===== config.mk =====
export PLATFORM = sky130hd
export DESIGN_NAME = ob_cmd_issuer
export DESIGN_NICKNAME = d
export VERILOG_FILES = /design/src/rtl/ob_pkg.sv /design/src/rtl/ob_cmd_issuer.sv
export SDC_FILE = /design/constraint.sdc
export NUM_CORES = 1
export LEC_CHECK = 0
export ABC_CLOCK_PERIOD_IN_PS = 6650
export BUFFER_PORTS_ARGS = -buffer_cell sky130_fd_sc_hd__buf_2
export CAP_MARGIN = 20
export CORE_ASPECT_RATIO = 0.8
export CORE_MARGIN = 2
export CORE_UTILIZATION = 45
export DETAILED_ROUTE_END_ITERATION = 10
export GPL_TIMING_DRIVEN = 0
export PLACE_DENSITY = 0.76
export SYNTH_ARGS = -nofsm -noshare
export SYNTH_HDL_FRONTEND = slang
export SYNTH_SLANG_ARGS = --single-unit

===== constraint.sdc =====
create_clock -name clk -period 6.65 [get_ports clk]
set_input_delay 0 -clock clk [delete_from_list [all_inputs] [get_ports clk]]
set_output_delay 0 -clock clk [all_outputs]
set_load 0.02 [all_outputs]

===== src/rtl/ob_pkg.sv =====
// Shared orderbook definitions: op encodings, message types and issuer states.
// Imported by the command issuer and by the orderbook itself.
package ob_pkg;

  localparam logic [2:0] OP_IDLE   = 3'b000;
  localparam logic [2:0] OP_ADD    = 3'b100;
  localparam logic [2:0] OP_MATCH  = 3'b101;
  localparam logic [2:0] OP_REMOVE = 3'b110;
  localparam logic [2:0] OP_MODIFY = 3'b111;

  localparam int QTY_LSB = 16;
  localparam int QTY_MSB = 31;

  typedef enum logic [1:0] {
    MSG_ADD    = 2'b00,
    MSG_CANCEL = 2'b01,
    MSG_MODIFY = 2'b10,
    MSG_RSVD   = 2'b11
  } msg_type_e;

  typedef enum logic {
    ST_IDLE  = 1'b0,
    ST_MATCH = 1'b1
  } state_e;

endpackage


===== src/rtl/ob_cmd_issuer.sv =====
// Translates order messages into orderbook ops, one registered op per cycle,
// and runs a bounded match loop after every add.
module ob_cmd_issuer
  import ob_pkg::*;
#(
  parameter int DATA_SIZE    = 64,
  parameter int FIFO_SIZE    = 64,
  parameter int PTR_WIDTH    = $clog2(FIFO_SIZE),
  parameter int PRICE_LEVELS = 256,
  parameter int PRICE_WIDTH  = $clog2(PRICE_LEVELS),
  parameter int MAX_QUEUES   = 1024,
  parameter int PTR_QUEUE    = $clog2(MAX_QUEUES),
  parameter int MATCH_LIMIT  = 64,
  parameter int MCNT_WIDTH   = $clog2(MATCH_LIMIT + 1)
) (
  input  logic                   clk,
  input  logic                   reset,
  input  logic                   msg_valid,
  output logic                   msg_ready,
  input  logic [1:0]             msg_type,
  input  logic                   msg_side,
  input  logic [PRICE_WIDTH-1:0] msg_price,
  input  logic [PTR_QUEUE-1:0]   msg_q_index,
  input  logic [PTR_WIDTH-1:0]   msg_index,
  input  logic [DATA_SIZE-1:0]   msg_data,
  input  logic                   flush,
  input  logic                   matching,
  output logic [2:0]             op_flag,
  output logic                   side,
  output logic [PRICE_WIDTH-1:0] price,
  output logic [PTR_QUEUE-1:0]   op_q_index,
  output logic [PTR_WIDTH-1:0]   op_index,
  output logic [DATA_SIZE-1:0]   op_data,
  output logic                   busy,
  output logic                   err_bad_msg,
  output logic                   err_match_timeout,
  output logic [31:0]            match_cycles
);

  localparam logic [MCNT_WIDTH-1:0] MCNT_MAX = MCNT_WIDTH'(MATCH_LIMIT);
  localparam logic [MCNT_WIDTH-1:0] MCNT_ONE = MCNT_WIDTH'(1);

  state_e                 state_q, state_d;
  logic [MCNT_WIDTH-1:0]  mcnt_q, mcnt_d;
  logic [2:0]             op_flag_q, op_flag_d;
  logic                   side_q, side_d;
  logic [PRICE_WIDTH-1:0] price_q, price_d;
  logic [PTR_QUEUE-1:0]   op_q_index_q, op_q_index_d;
  logic [PTR_WIDTH-1:0]   op_index_q, op_index_d;
  logic [DATA_SIZE-1:0]   op_data_q, op_data_d;
  logic                   err_bad_q, err_bad_d;
  logic                   err_to_q, err_to_d;
  logic [31:0]            match_cycles_q, match_cycles_d;
  logic                   accept;

  // Handshake: a message transfers on any edge where msg_valid && msg_ready;
  // msg_ready depends on state alone, never on msg_valid.
  assign msg_ready = (state_q == ST_IDLE);
  assign accept    = msg_valid && msg_ready;

  always_comb begin
    state_d        = state_q;
    mcnt_d         = mcnt_q;
    op_flag_d      = OP_IDLE;
    side_d         = side_q;
    price_d        = price_q;
    op_q_index_d   = op_q_index_q;
    op_index_d     = op_index_q;
    op_data_d      = op_data_q;
    err_bad_d      = err_bad_q;
    err_to_d       = err_to_q;
    match_cycles_d = match_cycles_q;

    case (state_q)
      ST_IDLE: begin
        if (accept) begin
          case (msg_type_e'(msg_type))
            MSG_ADD: begin
              op_flag_d    = OP_ADD;
              side_d       = msg_side;
              price_d      = msg_price;
              op_data_d    = msg_data;
              op_q_index_d = '0;
              op_index_d   = '0;
              mcnt_d       = '0;
              state_d      = ST_MATCH;
            end
            MSG_CANCEL, MSG_MODIFY: begin
              op_flag_d    = (msg_type_e'(msg_type) == MSG_CANCEL) ? OP_REMOVE : OP_MODIFY;
              side_d       = msg_side;
              price_d      = msg_price;
              op_q_index_d = msg_q_index;
              op_index_d   = msg_index;
              op_data_d    = msg_data;
            end
            default: err_bad_d = 1'b1;
          endcase
        end
      end
      ST_MATCH: begin
        // mcnt==0 forces the first match op, so matching is only looked at
        // on edges that close a 101 cycle.
        if (flush) begin
          state_d = ST_IDLE;
        end else if (mcnt_q == '0) begin
          op_flag_d = OP_MATCH;
          mcnt_d    = MCNT_ONE;
        end else if (!matching) begin
          state_d = ST_IDLE;
        end else if (mcnt_q == MCNT_MAX) begin
          state_d  = ST_IDLE;
          err_to_d = 1'b1;
        end else begin
          op_flag_d = OP_MATCH;
          mcnt_d    = mcnt_q + MCNT_ONE;
        end
      end
      default: state_d = ST_IDLE;
    endcase

    if (op_flag_d == OP_MATCH) match_cycles_d = match_cycles_q + 32'd1;
  end

  always_ff @(posedge clk or posedge reset) begin
    if (reset) begin
      state_q        <= ST_IDLE;
      mcnt_q         <= '0;
      op_flag_q      <= OP_IDLE;
      side_q         <= 1'b0;
      price_q        <= '0;
      op_q_index_q   <= '0;
      op_index_q     <= '0;
      op_data_q      <= '0;
      err_bad_q      <= 1'b0;
      err_to_q       <= 1'b0;
      match_cycles_q <= '0;
    end else begin
      state_q        <= state_d;
      mcnt_q         <= mcnt_d;
      op_flag_q      <= op_flag_d;
      side_q         <= side_d;
      price_q        <= price_d;
      op_q_index_q   <= op_q_index_d;
      op_index_q     <= op_index_d;
      op_data_q      <= op_data_d;
      err_bad_q      <= err_bad_d;
      err_to_q       <= err_to_d;
      match_cycles_q <= match_cycles_d;
    end
  end

  assign op_flag           = op_flag_q;
  assign side              = side_q;
  assign price             = price_q;
  assign op_q_index        = op_q_index_q;
  assign op_index          = op_index_q;
  assign op_data           = op_data_q;
  assign busy              = (state_q != ST_IDLE);
  assign err_bad_msg       = err_bad_q;
  assign err_match_timeout = err_to_q;
  assign match_cycles      = match_cycles_q;

endmodule

* Word level (Yosys, flattened, before mapping)
Index checks and enable logic that the tools add are counted.
** Word-level totals
- Register bits :: 134
- Latch bits :: 0
- Bits in writable memories :: 0
- Memory bits (read-only) :: 0
- Bits of input ports :: 96
- Output and inout port bits :: 128
- Word-level logic and storage cells :: 61
- Memories kept :: 0
** Operators by class
- Add/subtract/negate cells :: 2
- $mul :: 0
- Divide/modulo/power cells :: 0
- Magnitude comparators :: 0
- Eq/ne operators :: 9
- Shifts and indexed selects :: 0
- Muxes and demuxes :: 24
- Bitwise operators :: 4
- Reduce and logical (&&, ||, !) cells :: 11
** Operator list (number)
- 7-bit two-way mux :: 6
- 32-bit by 1-bit adder with 32-bit output, second input constant :: 1
- 10-bit case mux with 2 select lines :: 1
- 3-bit two-way mux :: 5
- 7-bit case mux with 2 select lines :: 1
- 3-bit case mux with 2 select lines :: 2
- 6-bit case mux with 2 select lines :: 1
- 5-bit AND reduction :: 2
- 3-bit AND reduction :: 3
- 7-bit by 1-bit adder with 7-bit output, second input constant :: 1
- 7-bit equality test, second input constant :: 1
- 7-bit zero test :: 1
- 1-bit two-way mux :: 7
- 2-bit by 1-bit != test with 1-bit output, second input constant :: 2
- 1-bit inverter :: 4
- 3-bit equality test, second input constant :: 1
- 3-bit by 2-bit != test with 1-bit output, second input constant :: 1
- 3-bit != test, second input constant :: 1
- 3-bit OR reduction :: 1
- 2-bit by 1-bit equality test with 1-bit output, second input constant :: 1
- 2-bit equality test, second input constant :: 1
- 2-bit zero test :: 1
- 2-bit != test, second input constant :: 1
- 1-bit case mux with 2 select lines :: 1
- other kinds (3) :: 3

* Depth between registers and ports, before layout
- Word-level depth :: 7
- Mapped depth :: 9
- Mapped depth without buffers :: 7

* Least setup slack after synthesis
Ideal clock, no wire load.
- Path kind :: reg-to-reg
- Start point :: register mcnt_q[0]
- End point :: register match_cycles_q[9] (netlist: match_cycles[9])
- Library setup time :: 0.130 ns
- Arrival :: 2.370 ns
- Data required time :: 6.520 ns
- Path slack :: 4.150 ns
- Cell stages (with the launch flop) :: 10
- Buffers on the path :: 2
- Clock period less this slack :: 2.500 ns
- Path through :: dfrtp_1 inv_1 ha_1 or4b_4 or4_1 buf_2 a31oi_1 buf_4 nand3_1 xnor2_1
** Between the ends
- Longest elaborated chain between the ends :: 7
- Elaborated cells on any way between the ends :: 8
- Those cells by class :: eq/ne (2); mux (5); reduce/logical (1)
** Ends and longest elaborated chain
- start, declared :: line ob_cmd_issuer.sv:44 : logic [MCNT_WIDTH-1:0] mcnt_q, mcnt_d;
- start signal, assigned :: line ob_cmd_issuer.sv:139 : mcnt_q <= mcnt_d;
- 7-bit equality test :: line ob_cmd_issuer.sv:110 : end else if (mcnt_q == MCNT_MAX) begin
- 3-bit two-way mux :: line ob_cmd_issuer.sv:110
- 3-bit two-way mux :: line ob_cmd_issuer.sv:108 : end else if (!matching) begin
- 3-bit two-way mux * :: line ob_cmd_issuer.sv:105 : end else if (mcnt_q == '0) begin
- 3-bit two-way mux * :: line ob_cmd_issuer.sv:103 : if (flush) begin
- 3-bit case mux with 2 select lines * :: line ob_cmd_issuer.sv:74 : case (state_q)
- 3-bit equality test * :: line ob_cmd_issuer.sv:121 : if (op_flag_d == OP_MATCH) match_cycles_d = match_cycles_q + 32'd1;
- end signal, assigned :: line ob_cmd_issuer.sv:148 : match_cycles_q <= match_cycles_d;
- end, declared :: line ob_cmd_issuer.sv:53 : logic [31:0] match_cycles_q, match_cycles_d;
Every way passes the cells marked *; elsewhere a longest branch is shown, timed or not.
A chain may end at the register's enable or synchronous reset.

* Final worst setup path
Ends and elaborated chain as after synthesis.

==> results.toml <==
[run_status]
outcome = "finished clean"

[job]
maxCapViolCount = 0

[floorplan]
ioPinCount = 224
die_w_um = 126.8
placementRows = 35
start_util = 0.4663
fp.coreArea_um2 = 11650
fp.dieArea_um2 = 12970
die_h_um = 102.3

[timing]
finalSetupViolations = 0
fmax_mhz = 346.0
setup_total_negative_slack_ns = 0
finClkSkew_ns = 0.01173
fin_crit_ns = 2.890
slew_headroom = 0.3543
finalHoldViolations = 0
final-max-slew-violation-count = 0
fin_crit_sh = 0.4346
worst_pin_slew_ns = 0.9598
rsz0062_at_grt = "false"

[clock_tree]
htree_levels = 4
cts_resized = 0
clock_latency_ns = 0.41
cts_max_path_buffers = 2
cts_root_buf = "clkbuf_16"
cts_tree = "yes"
cts.sinks = 134
path_clk_slew_ns = 0.06
cts_buffers = 17

[worst_setup_path]
worstPathRequired_ns = 6.93
crit_path_start_kind = "register"
cp_max_fo = 10
worstPathArrival_ns = 3.17
criticalPathCategory = "register to register"
crit_path_end_kind = "register"

[yosys]
synth_cell_types = 32
ys_seq_area_frac = 0.6174
yosysWarnings = 0
synth_edf_count = 0
syn_area_um2 = 5431
syn_inst = 574
synth_area_per_cell_um2 = 9.462
synth_nets = 676
yosys_register_bits = 134
synth-main-ff-cell = "dfrtp_1"
synthArstFlopShare = 1.000

[layout]
area_delta_synth_final_pct = 53.70
final_area_um2 = 8348
drive_gt1_frac = 0.2891
fin_nets = 1009

[global_routing]
overflow = 0
grt_pass1_vias = 5423
grt_pass1_wl_um = 26740
grt_max_degree = 76
antenna_found_initial = 1
gr-usage-all-layers = 0.2640

[detailed_routing]
dr.pass1.iters = 5
viasPerCell = 5.040
drc_errors = 0
routedWlPerCell_um = 15.65
drtAntennaViolNets = 0
vias = 5388
first_iter_violations = 321
drt-total-wl_um = 16740

[placement]
io_buffers = 223
gp_congestion = 0.7923
placed_cell_area_um2 = 6765
dp_hpwl_um = 10010

[worst_hold_path]
hold_class = "primary input to register"

[pwr]
p_per_area_nw_per_um2 = 342.5
power.total_uw = 2859
p_leak_uw = 0.004582
vdd_drop_max_uv = 218.4
critical path, cell delays in order (launching register included):
cell,delay [ns]
dfrtp_1,0.39
inv_1,0.10
ha_1,0.15
or4b_4,0.48
or4_1,0.43
buf_2,0.19
a31oi_1,0.46
buf_4,0.29
nand3_1,0.13
xnor2_1,0.15
report_power, final:
part	switching, uW	total [uW]	internal, uW
clock	351	1070	724
combinational	465	718	253
sequential	101	1070	966
total	916	2860	1940
path summary, 6_finish.rpt:
path                              from               to  slack [ns]  cells after the start
max                          mcnt_q[0]  match_cycles[9]        3.76                      9
min                        msg_type[0]      err_bad_msg        0.03                      3
max reg2reg                  mcnt_q[0]  match_cycles[9]        3.76                      9
min reg2reg                err_bad_msg      err_bad_msg        0.45                      1
max in group asynchronous        reset    op_q_index[8]        5.67                      4
min in group asynchronous        reset      op_data[24]        0.24                      3
repair_timing:
action	CTS	global route
hold endpoints to repair	148	0
hold buffers	90	0
setup buffers	0	0
sequential cells by signal (all words and copies together), names as in the netlist:
| register | count |
|---|---|
| busy | 1 |
| err_bad_msg | 1 |
| err_match_timeout | 1 |
| match_cycles | 32 |
| mcnt_q | 7 |
| op_data | 64 |
| op_flag | 3 |
| op_index | 6 |
| op_q_index | 10 |
| price | 8 |
| side | 1 |
layout by cell type, fill, tap and decap left out, types with 3 or more instances in the layout:
cell and n:
clkbuf_1 22, bufinv_16 6, clkbuf_16 17, nand2_1 267
o21ai_0 12, xor2_1 3, nand3_1 37, dfrtp_1 134
nor2b_1 3, nand4_1 10, and2_1 3, dlygate4sd3_1 90
a31oi_1 3, ha_1 6, nor2_1 6, and3_1 10
buf_2 226, inv_1 6, xnor2_1 28
synth_stat cells, types with 3 or more instances:
cell type / count / area (um^2)
nand2_1: 267 / 1002
nor2b_1: 3 / 18.77
inv_1: 7 / 26.28
nand4_1: 10 / 62.56
o21ai_0: 12 / 60.06
clkbuf_1: 21 / 78.83
dfrtp_1: 134 / 3353
buf_2: 3 / 15.01
nand3_1: 37 / 185.2
xnor2_1: 28 / 245.2
and3_1: 10 / 62.56
ha_1: 6 / 75.07
nor2_1: 6 / 22.52
and2_1: 3 / 18.77
a31oi_1: 3 / 18.77
xor2_1: 3 / 26.28
stage by stage:
stage / util / worst slack (ns) / cells / hold slack, ns
2_1_floorplan: - / 3.067 / 574 / 0.1054
3_3_place_gp: 0.5780 / 1.572 / 945 / 0.1901
3_5_place_dp: 0.5808 / 3.796 / 946 / 0.1026
4_1_cts: 0.7164 / 3.738 / 1068 / 0.01477
5_1_grt: 0.7166 / 3.604 / 1069 / 0.05559
6_report: 0.7166 / 3.760 / 1069 / 0.03283
logic make-up (layout without fill, tap and decap cells):
group,count (synthesis),count (layout),share of synthesized area
xor gates and xnor gates,31,31,0.04999
muxes,1,1,0.002073
and+or+nand+nor,349,349,0.2714
AOI/OAI and AO/OA,19,19,0.02027
adders and majority gates,6,6,0.01382
other,0,1,0
buffers and inverters,34,380,0.02511
DFF,134,134,0.6174
layout make-up:
class / count / area, um^2
flip-flops and latches: 134 / 3353
fillers: 807 / 3301
repair buffers: 314 / 2044
multi-input cells: 406 / 1942
clock buffers: 20 / 456.7
clock inverters: 12 / 222.7
well taps: 148 / 185.2
plain buffers: 27 / 110.1
inverters: 7 / 31.28
diodes: 1 / 2.502
layer usage:
metal / wire, um / part of all wire / up-vias / track usage
li1: - / - / 2503 / -
met1: 6588 / 0.39 / 2563 / 0.3213
met2: 8319 / 0.50 / 269 / 0.4454
met3: 1240 / 0.074 / 53 / 0.07173
met4: 587 / 0.035 / 0 / 0.1226
met5: 0 / 0 / - / 0
Power figures use the tool's default switching activity.
